===== src/rtl/mips_multicycle_control_if.sv =====
`default_nettype none
// ============================================================================
// Module      : mips_multicycle_control_if
// Description : Control bus between the multicycle MIPS control unit and its
//               datapath (opcode/ready in, enables and mux selects out).
// Revision    : 1.0 - initial release
// ============================================================================
interface mips_multicycle_control_if;
    logic [5:0] opcode;
    logic       mem_ready;
    logic       pc_write;
    logic       pc_write_cond;
    logic       i_or_d;
    logic       mem_read;
    logic       mem_write;
    logic       ir_write;
    logic       mem_to_reg;
    logic       reg_dst;
    logic       reg_write;
    logic       alu_src_a;
    logic [1:0] alu_src_b;
    logic [1:0] alu_op;
    logic [1:0] pc_source;
    logic       illegal_op;
    logic [3:0] state;

    // Control unit side
    modport master (
        input  opcode, mem_ready,
        output pc_write, pc_write_cond, i_or_d, mem_read, mem_write, ir_write,
               mem_to_reg, reg_dst, reg_write, alu_src_a, alu_src_b, alu_op,
               pc_source, illegal_op, state
    );

    // Datapath side
    modport slave (
        output opcode, mem_ready,
        input  pc_write, pc_write_cond, i_or_d, mem_read, mem_write, ir_write,
               mem_to_reg, reg_dst, reg_write, alu_src_a, alu_src_b, alu_op,
               pc_source, illegal_op, state
    );
endinterface
`default_nettype wire


===== src/rtl/mips_multicycle_control.sv =====
`default_nettype none
// ============================================================================
// Module      : mips_multicycle_control
// Description : Moore control FSM for a multicycle MIPS core; sequences
//               fetch/decode/execute/memory/writeback with memory handshake.
// Revision    : 1.0 - initial release
// ============================================================================
module mips_multicycle_control #(
    parameter logic [3:0] RESET_STATE = 4'd0
) (
    input  logic                          clk,
    input  logic                          rst_n,
    mips_multicycle_control_if.master     bus
);

    localparam logic [5:0] c_OP_RTYPE = 6'b000000;
    localparam logic [5:0] c_OP_LW    = 6'b100011;
    localparam logic [5:0] c_OP_SW    = 6'b101011;
    localparam logic [5:0] c_OP_BEQ   = 6'b000100;
    localparam logic [5:0] c_OP_J     = 6'b000010;
    localparam logic [5:0] c_OP_ADDI  = 6'b001000;

    typedef enum logic [3:0] {
        S_FETCH   = 4'd0,
        S_DECODE  = 4'd1,
        S_MEMADR  = 4'd2,
        S_MEMRD   = 4'd3,
        S_MEMWB   = 4'd4,
        S_MEMWR   = 4'd5,
        S_EXEC    = 4'd6,
        S_ALUWB   = 4'd7,
        S_BRANCH  = 4'd8,
        S_JUMP    = 4'd9,
        S_ADDIEX  = 4'd10,
        S_ADDIWB  = 4'd11,
        S_ILLEGAL = 4'd12
    } state_t;

    state_t r_state;
    // lw/sw choice is captured at decode so opcode is never looked at again
    logic   r_is_store;

    always_ff @(posedge clk or negedge rst_n) begin
        if (!rst_n) begin
            r_state    <= state_t'(RESET_STATE);
            r_is_store <= 1'b0;
        end else begin
            case (r_state)
                S_FETCH: begin
                    if (bus.mem_ready) r_state <= S_DECODE;
                end
                S_DECODE: begin
                    r_is_store <= (bus.opcode == c_OP_SW);
                    case (bus.opcode)
                        c_OP_LW, c_OP_SW: r_state <= S_MEMADR;
                        c_OP_RTYPE:       r_state <= S_EXEC;
                        c_OP_BEQ:         r_state <= S_BRANCH;
                        c_OP_J:           r_state <= S_JUMP;
                        c_OP_ADDI:        r_state <= S_ADDIEX;
                        default:          r_state <= S_ILLEGAL;
                    endcase
                end
                S_MEMADR: r_state <= r_is_store ? S_MEMWR : S_MEMRD;
                S_MEMRD: begin
                    if (bus.mem_ready) r_state <= S_MEMWB;
                end
                S_MEMWR: begin
                    if (bus.mem_ready) r_state <= S_FETCH;
                end
                S_EXEC:   r_state <= S_ALUWB;
                S_ADDIEX: r_state <= S_ADDIWB;
                default:  r_state <= S_FETCH;
            endcase
        end
    end

    logic       w_pc_write;
    logic       w_pc_write_cond;
    logic       w_i_or_d;
    logic       w_mem_read;
    logic       w_mem_write;
    logic       w_ir_write;
    logic       w_mem_to_reg;
    logic       w_reg_dst;
    logic       w_reg_write;
    logic       w_alu_src_a;
    logic [1:0] w_alu_src_b;
    logic [1:0] w_alu_op;
    logic [1:0] w_pc_source;
    logic       w_illegal_op;

    // Pure state decode; rst_n gating keeps every output quiet while in reset
    always_comb begin
        w_pc_write      = 1'b0;
        w_pc_write_cond = 1'b0;
        w_i_or_d        = 1'b0;
        w_mem_read      = 1'b0;
        w_mem_write     = 1'b0;
        w_ir_write      = 1'b0;
        w_mem_to_reg    = 1'b0;
        w_reg_dst       = 1'b0;
        w_reg_write     = 1'b0;
        w_alu_src_a     = 1'b0;
        w_alu_src_b     = 2'b00;
        w_alu_op        = 2'b00;
        w_pc_source     = 2'b00;
        w_illegal_op    = 1'b0;
        if (rst_n) begin
            case (r_state)
                S_FETCH: begin
                    w_mem_read  = 1'b1;
                    w_alu_src_b = 2'b01;
                    w_ir_write  = bus.mem_ready;
                    w_pc_write  = bus.mem_ready;
                end
                S_DECODE: begin
                    w_alu_src_b = 2'b11;
                end
                S_MEMADR, S_ADDIEX: begin
                    w_alu_src_a = 1'b1;
                    w_alu_src_b = 2'b10;
                end
                S_MEMRD: begin
                    w_mem_read = 1'b1;
                    w_i_or_d   = 1'b1;
                end
                S_MEMWB: begin
                    w_reg_write  = 1'b1;
                    w_mem_to_reg = 1'b1;
                end
                S_MEMWR: begin
                    w_mem_write = 1'b1;
                    w_i_or_d    = 1'b1;
                end
                S_EXEC: begin
                    w_alu_src_a = 1'b1;
                    w_alu_op    = 2'b10;
                end
                S_ALUWB: begin
                    w_reg_write = 1'b1;
                    w_reg_dst   = 1'b1;
                end
                S_BRANCH: begin
                    w_alu_src_a     = 1'b1;
                    w_alu_op        = 2'b01;
                    w_pc_write_cond = 1'b1;
                    w_pc_source     = 2'b01;
                end
                S_JUMP: begin
                    w_pc_write  = 1'b1;
                    w_pc_source = 2'b10;
                end
                S_ADDIWB: begin
                    w_reg_write = 1'b1;
                end
                S_ILLEGAL: begin
                    w_illegal_op = 1'b1;
                end
                default: begin
                end
            endcase
        end
    end

    assign bus.pc_write      = w_pc_write;
    assign bus.pc_write_cond = w_pc_write_cond;
    assign bus.i_or_d        = w_i_or_d;
    assign bus.mem_read      = w_mem_read;
    assign bus.mem_write     = w_mem_write;
    assign bus.ir_write      = w_ir_write;
    assign bus.mem_to_reg    = w_mem_to_reg;
    assign bus.reg_dst       = w_reg_dst;
    assign bus.reg_write     = w_reg_write;
    assign bus.alu_src_a     = w_alu_src_a;
    assign bus.alu_src_b     = w_alu_src_b;
    assign bus.alu_op        = w_alu_op;
    assign bus.pc_source     = w_pc_source;
    assign bus.illegal_op    = w_illegal_op;
    assign bus.state         = r_state;

endmodule
`default_nettype wire


===== src/flat_wrapper.sv =====
// flat-port wrapper written by rule: the top's interface ports become plain ports
module mips_multicycle_control_flat 
#(
    parameter logic [3:0] RESET_STATE = 4'd0
)
  (clk, rst_n, bus_opcode, bus_mem_ready, bus_pc_write, bus_pc_write_cond, bus_i_or_d, bus_mem_read, bus_mem_write, bus_ir_write, bus_mem_to_reg, bus_reg_dst, bus_reg_write, bus_alu_src_a, bus_alu_src_b, bus_alu_op, bus_pc_source, bus_illegal_op, bus_state);
  mips_multicycle_control_if bus_i ();
  input  logic clk;
  input  logic rst_n;
  input wire logic [$bits(bus_i.opcode)-1:0] bus_opcode;
  input wire logic [$bits(bus_i.mem_ready)-1:0] bus_mem_ready;
  output wire logic [$bits(bus_i.pc_write)-1:0] bus_pc_write;
  output wire logic [$bits(bus_i.pc_write_cond)-1:0] bus_pc_write_cond;
  output wire logic [$bits(bus_i.i_or_d)-1:0] bus_i_or_d;
  output wire logic [$bits(bus_i.mem_read)-1:0] bus_mem_read;
  output wire logic [$bits(bus_i.mem_write)-1:0] bus_mem_write;
  output wire logic [$bits(bus_i.ir_write)-1:0] bus_ir_write;
  output wire logic [$bits(bus_i.mem_to_reg)-1:0] bus_mem_to_reg;
  output wire logic [$bits(bus_i.reg_dst)-1:0] bus_reg_dst;
  output wire logic [$bits(bus_i.reg_write)-1:0] bus_reg_write;
  output wire logic [$bits(bus_i.alu_src_a)-1:0] bus_alu_src_a;
  output wire logic [$bits(bus_i.alu_src_b)-1:0] bus_alu_src_b;
  output wire logic [$bits(bus_i.alu_op)-1:0] bus_alu_op;
  output wire logic [$bits(bus_i.pc_source)-1:0] bus_pc_source;
  output wire logic [$bits(bus_i.illegal_op)-1:0] bus_illegal_op;
  output wire logic [$bits(bus_i.state)-1:0] bus_state;
  assign bus_i.opcode = bus_opcode;
  assign bus_i.mem_ready = bus_mem_ready;
  assign bus_pc_write = bus_i.pc_write;
  assign bus_pc_write_cond = bus_i.pc_write_cond;
  assign bus_i_or_d = bus_i.i_or_d;
  assign bus_mem_read = bus_i.mem_read;
  assign bus_mem_write = bus_i.mem_write;
  assign bus_ir_write = bus_i.ir_write;
  assign bus_mem_to_reg = bus_i.mem_to_reg;
  assign bus_reg_dst = bus_i.reg_dst;
  assign bus_reg_write = bus_i.reg_write;
  assign bus_alu_src_a = bus_i.alu_src_a;
  assign bus_alu_src_b = bus_i.alu_src_b;
  assign bus_alu_op = bus_i.alu_op;
  assign bus_pc_source = bus_i.pc_source;
  assign bus_illegal_op = bus_i.illegal_op;
  assign bus_state = bus_i.state;
  mips_multicycle_control #(.RESET_STATE(RESET_STATE)) u_core (.clk(clk), .rst_n(rst_n), .bus(bus_i));
endmodule

===== config.mk =====
export PLATFORM = sky130hd
export DESIGN_NAME = mips_multicycle_control_flat
export DESIGN_NICKNAME = d
export VERILOG_FILES = /design/src/rtl/mips_multicycle_control_if.sv /design/src/rtl/mips_multicycle_control.sv /design/src/flat_wrapper.sv
export SDC_FILE = /design/constraint.sdc
export NUM_CORES = 1
export LEC_CHECK = 0
export CAP_MARGIN = 20
export CORE_UTILIZATION = 41
export DETAILED_ROUTE_END_ITERATION = 12
export GPL_TIMING_DRIVEN = 1
export PLACE_DENSITY = 0.92
export SYNTH_ARGS = -nofsm -noshare
export SYNTH_HDL_FRONTEND = slang
export SYNTH_SLANG_ARGS = --single-unit

===== constraint.sdc =====
create_clock -name clk -period 2.5 [get_ports clk]
set_input_delay 0.25 -clock clk [delete_from_list [all_inputs] [get_ports clk]]
set_output_delay 0.25 -clock clk [all_outputs]
set_load 0.005 [all_outputs]

Word-level counts from Yosys, hierarchy flattened. Index checks and enable logic that the tools add are counted. Widths: inputs -> output; s select.

Reductions and logical operators: 9. Multiplexer cells: 34. Eq/ne operators: 20.

Operators with widths (number): $pmux 4 s7 (1); $mux 1 (21); $eq 4x4->1 const B (5); $pmux 4 s5 (1); $eq 4x3->1 const B (4); $eq 6x6->1 const B (2); $mux 4 (3); $eq 4x2->1 const B (2); $pmux 2 s2 (2); $reduce_or 2->1 (4); $eq 6x2->1 const B (1); $eq 6x3->1 const B (1); $eq 6x4->1 const B (1); $logic_not 6->1 (1); $mux 2 (3); $ne 2x2->1 const B (3); $pmux 2 s3 (1); $eq 4x1->1 const B (1); $logic_not 4->1 (1); $reduce_or 4->1 (1); $mux 3 (1); $reduce_and 3->1 (1); $reduce_or 3->1 (1); $pmux 1 s2 (1).

Output and inout port bits: 21. Logic and storage cells: 65. Flip-flop bits (word level): 5.

Longest topological paths before layout.
Word-level depth: 4. Mapped depth: 5.

Worst setup path before layout. OpenSTA, ideal clock, no wires.

Path kind: reg2out. Start: register u_core.r_state[2], in the netlist u_core.bus.state[2]. End: output port bus_alu_op[0]. Stages on the path, launching flop included: 5. Required time: 2.250 ns. Path slack: 0.943 ns. Data arrival time: 1.307 ns. Cells stage by stage: dfrtp_1 -> clkbuf_1 -> or3b_2 -> nor2_1 -> buf_4.

Cells in the longest elaborated chain, start to end: 3.

Ends and longest elaborated chain: start: declaration (RTL line mips_multicycle_control.sv:39) `state_t r_state;`; start signal: assignment (RTL line mips_multicycle_control.sv:45) `r_state <= state_t'(RESET_STATE);`; start signal: assignment (RTL line mips_multicycle_control.sv:63) `S_MEMADR: r_state <= r_is_store ? S_MEMWR : S_MEMRD;`; $eq 4x4->1 or $eq 4x3->1 (tied branches) (RTL line mips_multicycle_control.sv:109) `case (r_state)`; $pmux 2 s2 (*) (RTL line mips_multicycle_control.sv:109); $mux 2 (*) (RTL line mips_multicycle_control.sv:108) `if (rst_n) begin`; end: declaration (RTL line flat_wrapper.sv:23) `output wire logic [$bits(bus_i.alu_op)-1:0] bus_alu_op;`.

Every way passes the cells marked *; elsewhere a longest branch is shown, timed or not.

Worst setup path after layout.
Start: register u_core.r_state[0], in the netlist u_core.bus.state[0]. End: output port bus_reg_write.

Cells in the longest elaborated chain, start to end: 4.

Ends and longest elaborated chain: $eq 4x3->1 or $eq 4x4->1 (tied branches) (RTL line mips_multicycle_control.sv:109); $reduce_or 3->1 (no source line) (*); $mux 1 (*) (RTL line mips_multicycle_control.sv:109); $mux 1 (*) (RTL line mips_multicycle_control.sv:108); end: declaration (RTL line flat_wrapper.sv:20) `output wire logic [$bits(bus_i.reg_write)-1:0] bus_reg_write;`.

Marks and branches as above.

==> impl_summary.txt <==
----------------------------------------------------
[Detailed routing]
  Routed wire length ... 1580 um
  Post-DRT Antenna Nets ... 0
  Initial drt markers ... 10
  Vias after detailed routing ... 708
  Number of vias per cell ... around 5.6
  DRC ... 0
  Routed WL per cell ... ~12 um
  Length of the first detailed-routing pass in iterations ... 4

[Floorplan]
  Die boundary height ... 39.8 um
  Number of I/O pins ... 30
  Core Region ... 1320 um^2
  Die span in x ... 39.8 um
  Number of placement rows ... 13
  Initial cell density of the core ... 0.444
  Die footprint ... between 1500 and 2000 um^2

[Synth]
  Synthesized area per cell ... 7.05 um^2
  Syn_nets ... between 90 and 100
  Number of synthesized flops with an enable pin ... 0
  Fraction of the yosys area taken by sequential cells ... 0.214
  Count of mapped cells out of synthesis ... 83
  Post-Syn Area ... approximately 600 um^2
  Number of storage elements in the synthesis netlist ... 5
  Yosys top cell area share ... 0.214
  Yosys Warn Count ... 0
  Leading area contributor after synthesis ... sky130_fd_sc_hd__dfrtp_1
  Number of unique standard cell types used by synthesis ... 36
  Top area cells in the synthesized netlist ... sky130_fd_sc_hd__dfrtp_1 21%, sky130_fd_sc_hd__nor2_1 7.1%, sky130_fd_sc_hd__nor3_1 6.8%, sky130_fd_sc_hd__nand2b_1 6.4%, sky130_fd_sc_hd__a21oi_1 3.4%
  Async set or reset register ratio after synthesis ... 1.00
  Main flop type after synthesis ... sky130_fd_sc_hd__dfrtp_1

[Clocking]
  Worst-case clock buffer depth ... 2
  Number of buffers inserted by hold repair at cts ... 0
  CTS tree ... done
  Clock transition at the registers of the reported paths ... 50 ps
  Insertion delay of the later-clocked pin in the worst-skew pair ... 250 ps
  CTS root buf ... sky130_fd_sc_hd__clkbuf_4
  Number of sinks driven by the clock tree ... 5
  Total of cells resized after clock tree synthesis ... 0
  Number of clock buffers inserted by TritonCTS ... 3
  Post-CTS Setup Inserts ... 0
  Max H-tree Level ... 1

[Critical path]
  Kind of end point of the critical path ... output port
  Critical-path maximum fanout ... 13
  Critical path type ... flip-flop to output port
  Arrival time of the worst setup path ... 2000 ps
  Category of the worst setup path launch point ... flip-flop
  Data required time of the worst path ... roughly 2300 ps

[Pwr]
  Power share of the clock group ... 0.138
  Combinational Power Share ... 0.633
  Leakage power ... 0.333 nW
  IR Drop Worst-Case VDD ... 0.000467 V
  PwrDens ... 788 nW/um^2
  Internal power ... 0.427 mW
  Seq pwr share ... 0.229
  Switching power ... roughly 0.29 mW
  Post-layout total power ... 0.716 mW
  Net switching share of the total power ... 0.404

[Global route]
  Aggregate global routing overflow ... 0
  Global-route wire length before repair ... 2460 um
  Total global routing track utilization ... 0.237
  Largest net degree at the start of global routing ... 14
  Number of antenna violations at the first check in global routing ... 0
  Number of global-route vias before repair ... around 590

[Run status]
  Result of the run ... finished clean

[STA]
  Worst slew slack as a fraction of its limit ... 0.759
  Fmax ... 0.445 GHz
  Setup repair after global routing missed its margin ... no
  Final Hold Viols ... 0
  Fin crit share ... 0.899
  Setup slack of the critical path after layout ... 251 ps
  Final setup skew ... 4.24 ps
  Final period demand of the worst path ... 2250 ps
  Final setup violation count ... 0
  Max-slew violation total from the final report ... 0
  Setup TNS ... 0 ps
  Worst hold slack after final layout ... 450 ps
  Slew at the pin closest to its max-slew limit ... around 360 ps

[Placed design]
  Buffers added on ports ... 29
  Area after DPL ... 882 um^2
  Number of placed cells counting well taps ... around 120
  Setup slack after placement ... ~360 ps
  Final weighted congestion of routability-driven global placement ... 0.825
  Final HPWL from detailed placement ... about 1200 um

[Layout]
  Share of layout cells above drive strength 1 ... 0.107
  Final core occ ... 0.689
  Antenna diode count ... 0
  Area growth from synthesis to layout ... 55.1%
  Number of non-filler instances in the completed layout ... 127
  Post-layout instance area ... 908 um^2
  Final net count ... 122
  Fillcell total ... 115

[Flow run]
  Max-capacitance violation count ... 0

[Hold path]
  Worst min path class ... primary input to async pin

----------------------------------------------------
==> sequential cells by signal, summed over array words and instances (netlist names) <==
signal / count
u_core.bus.state: 4
u_core.r_is_store: 1
==> cells by family after synthesis <==
kind of cell           share of synthesized area
AND/OR/NAND/NOR                            0.453
buffers and inverters                     0.0790
multiplexers                              0.0342
XOR/XNOR                                  0.0299
flip-flops                                 0.214
AO/OA/AOI/OAI                              0.190
==> layout make-up <==
class	instances	area [um^2]	area share
multi-input combinational	69	414	0.456
timing repair buffer	33	320	0.353
sequential	5	125	0.138
clock buffer	4	26.3	0.0289
tap	15	18.8	0.0207
inverter	1	3.75	0.00413
==> per-layer routing <==
metal,GRT usage,wire [um],share of wire,vias to the layer above
met4,0.103,35,0.022,0
li1,-,-,-,359
met3,0.0568,93,0.059,4
met2,0.414,789,0.50,32
met5,0,0,0,-
met1,0.266,661,0.42,313
==> critical path, stage by stage, from the launching register on <==
cell and delay (ps):
sky130_fd_sc_hd__dfrtp_1 500, sky130_fd_sc_hd__nor2b_2 240, sky130_fd_sc_hd__nor4b_1 340, sky130_fd_sc_hd__o21a_1 170, sky130_fd_sc_hd__clkdlybuf4s50_1 490
==> cells in the mapped netlist (all sizes together) (2+ instances only) <==
cell    number
a21o         2
a21oi        5
buf          7
dfrtp        5
mux2i        2
nand2        4
nand2b       6
nand3        4
nor2        11
nor2b        3
nor3         8
nor4         2
o21ai        4
or2          2
xnor2        2
==> power groups by stage <==
stage | combinational (mW) | sequential, mW | clock [mW]
2_1_floorplan | 0.281 | 0.126 | 0
3_3_place_gp | 0.441 | 0.160 | 0
3_5_place_dp | 0.451 | 0.162 | 0
4_1_cts | 0.454 | 0.163 | 0.103
5_1_grt | 0.494 | 0.171 | 0.110
6_report | 0.453 | 0.164 | 0.0990
==> final timing paths <==
check,start,end,slack [ps],depth (start not counted)
min in group clk,u_core.r_is_store,u_core.r_is_store,540,2
worst min register to register,u_core.r_is_store,u_core.r_is_store,540,2
worst min-delay path,rst_n,u_core.bus.state[1],450,2
max in group asynchronous,rst_n,u_core.bus.state[3],1940,2
worst max-delay path,u_core.bus.state[0],bus_reg_write,250,4
worst max register to register,u_core.bus.state[0],u_core.r_is_store,950,4
==> cell usage in the layout (no fill, tap or decap), drive strengths merged <==
cell type      netlist  layout
o32ai                1       1
or3b                 1       1
mux2i                2       2
o22ai                1       1
xnor2                2       2
a21o                 2       2
or2                  2       2
buf                  7       4
o211ai               1       1
a22o                 1       1
nor2b                3       3
nand2                4       4
nand3                4       4
nand4b               1       1
nor4b                1       1
dfrtp                5       5
or3                  1       1
or4                  1       1
clkdlybuf4s50        0      29
o21a                 1       1
nor3                 8       8
o31a                 1       1
nand2b               6       6
and3                 1       1
nand3b               1       1
inv                  1       1
nor4                 2       2
a21oi                5       5
nor2                11      11
o21ai                4       4
nor3b                1       1
clkbuf               1       4
Power figures use the tool's default switching activity.
==> variant (config.mk and constraints unchanged) <==
Reset style: synchronous (`rst_n`), changed in one clocked block.
--- a/src/rtl/mips_multicycle_control.sv
+++ b/src/rtl/mips_multicycle_control.sv
@@ -40,7 +40,7 @@
     // lw/sw choice is captured at decode so opcode is never looked at again
     logic   r_is_store;
 
-    always_ff @(posedge clk or negedge rst_n) begin
+    always_ff @(posedge clk) begin
         if (!rst_n) begin
             r_state    <= state_t'(RESET_STATE);
             r_is_store <= 1'b0;
Check against the original RTL: differs if rst_n is asserted again (counterexample within 4 cycles, from zero or initial values and one cycle with rst_n low); with rst_n held inactive, the same outputs for 10 cycles.
==> variant against the original RTL <==
  * Clock skew shrank 0.0028 ns
  * Sequential cell count is the same
  * Setup slack gained 0.020 ns
  * Synthesized area shrank 7.1%
  * Register-to-register slack gained 0.02 ns
  * Wire length shrank 6.0%
  * Critical path depth shrank 1
  * Cell area shrank 6.6%
  * Critical endpoint is now bus_pc_source[0]
  * Highest routed layer is now met3
Power is not compared: it rests on default switching activity, and its combinational part moved more than twofold at a synthesized area within 25%.
==> variant: results (changes against the original RTL) <==
Synth
  • Main synth FF type: dfxtp_1
  • Area contributors post-synth: dfxtp_1 (18%), nor3_1 (10%), nand2_1 (7.6%)
  • FFs w/ async S/R, synth: 0% (-100 points)
  • Yosys warns: 0 (unchanged)
  • Yosys cell types: 31 (-14%)
  • Synth Area per Inst: 6.479 sq um (-8.2%)
  • Top post-synthesis cells by count: nand2_1 (11), nor3_1 (11), nor2_1 (8), nor2b_1 (6)
  • Syn_nets: 93 (+1.1%)
  • Sequential fraction of the synthesis area: 18.39% (-3.0 points)

Global route
  • Initial antenna violation count: 0 (unchanged)
  • Total GRT Usage: 24.09% (+0.42 points)
  • Pin count of the biggest net entering global routing: 17 (+3)
  • Congestion Overflow GR: 0 (unchanged)
  • First-pass GRT wire length: 2532 microns (+3.1%)
  • Vias in the first global route: 595 (+1.4%)

Placed design
  • Post-DP HPWL: 1164 microns (-2.0%)
  • DP Area: 822.0 sq um (-6.8%)
  • Final Wtd Congestion: 0.8516 (+3.3%)
  • # port buffers: 29 (unchanged)

Clock tree
  • # Post-CTS Setup Buffers: 0 (unchanged)
  • Clk buf depth: 2 (unchanged)
  • Post-CTS sizing: 0 (unchanged)
  • H-tree depth: 1 (unchanged)
  • Hold_buf cts: 0 (unchanged)
  • Worst-skew pair later-pin latency: 0.23 ns (-0.02 ns)
  • Clock-pin transition on the worst setup and hold timing paths: 0.04 ns
  • Clock buffer count from CTS: 3 (unchanged)
  • Clock root buffer: clkbuf_4

STA
  • Clock skew: 0.001424 ns (-0.002816 ns)
  • Max-slew headroom: 66.57% (-9.3 points)

Power and ir drop
  • Switch share: roughly 33%
  • P_comb: roughly 150 uW
  • Clock net power: a little under 90 uW
  • VDD IR max: 370.4 uV
  • Sw Pwr: ~110 uW
  • Leakage: just under 0.3 nW

Setup path
  • Largest delay share family, worst path: flip-flops
  • CP max stage delay: 0.63 ns (+0.13 ns)
  • Critical path peak fanout: 16 (+3)
  • Reg2Reg Setup Slack: 0.97 ns (+0.02 ns)
  • CP max-delay cell: dfxtp_1
  • Arrival @ worst endpoint: 1.98 ns (-0.02 ns)

Final layout
  • Nets: 121 (-0.82%)
  • Share of cells above drive strength 1: 7.207% (-3.5 points)
  • Antenna Cells: 0 (unchanged)
  • Number of flip-flops under the largest register name: 4 (unchanged)
  • Fillers: 108 (-6.1%)

Routing
  • Final WL: 1484 microns (-6.0%)
  • Drt pass-1 iters: 4 (unchanged)
  • DR vias/cell: 5.664 (+1.6%)
  • Initial DRC Count: 17 (+7)
  • Vias: 708 (unchanged)

Outcome
  • Run status: completed

Min path
  • Hold Crit Class: flop to flop
==> variant: logic make-up (layout without fill, tap and decap cells) <==
family / Yosys count / count (layout) / synth area share, %
AO/OA/AOI/OAI: 17 / 17 / 21.61
XOR/XNOR: 2 / 2 / 3.219
adder cells (fa/ha/maj): 1 / 1 / 1.839
buffers and inverters: 10 / 37 / 8.964
flip-flops: 5 / 5 / 18.39
AND/OR/NAND/NOR: 49 / 49 / 45.98
==> variant: path summary, 6_finish.rpt <==
check,startpoint,endpoint,cells past startpoint
setup reg to reg,u_core.bus.state[0],u_core.bus.state[0],5
hold / removal,u_core.r_is_store,u_core.r_is_store,2
hold reg to reg,u_core.r_is_store,u_core.r_is_store,2
setup / recovery,u_core.bus.state[3],bus_pc_source[0],3
==> variant: tightest hold or removal path, cell delays in order (launching register included) <==
cell	delay [ns]
dfxtp_1	0.33
a32oi_1	0.06
nor2_1	0.08
==> variant: routing by layer <==
layer | GRT usage, % | share of wire (%) | up-vias
li1 | - | - | 359
met1 | 33.69 | 49 | 322
met2 | 39.83 | 45 | 27
met3 | 0.5814 | 5.4 | 0
met4 | 7.759 | 0 | 0
met5 | 0 | 0 | -
==> variant: metrics by stage <==
stage | worst slack [ns] | hold WS (ns) | util [%]
after floorplan | 1.061 | 0.4119 | -
after global placement | 0.4279 | 0.5078 | 70.19
after detailed placement | 0.3206 | 0.5038 | 70.19
after CTS | 0.2645 | 0.5232 | 72.44
after global routing | 0.03120 | 0.5558 | 72.44
final | 0.2715 | 0.5111 | 72.44
==> variant: final cells by class <==
| class | count | share of cell area, % |
|---|---|---|
| multi-input combinational | 69 | 46.61 |
| timing repair buffer | 30 | 35.10 |
| sequential | 5 | 11.80 |
| clock buffer | 4 | 3.097 |
| tap | 14 | 2.065 |
| inverter | 3 | 1.327 |
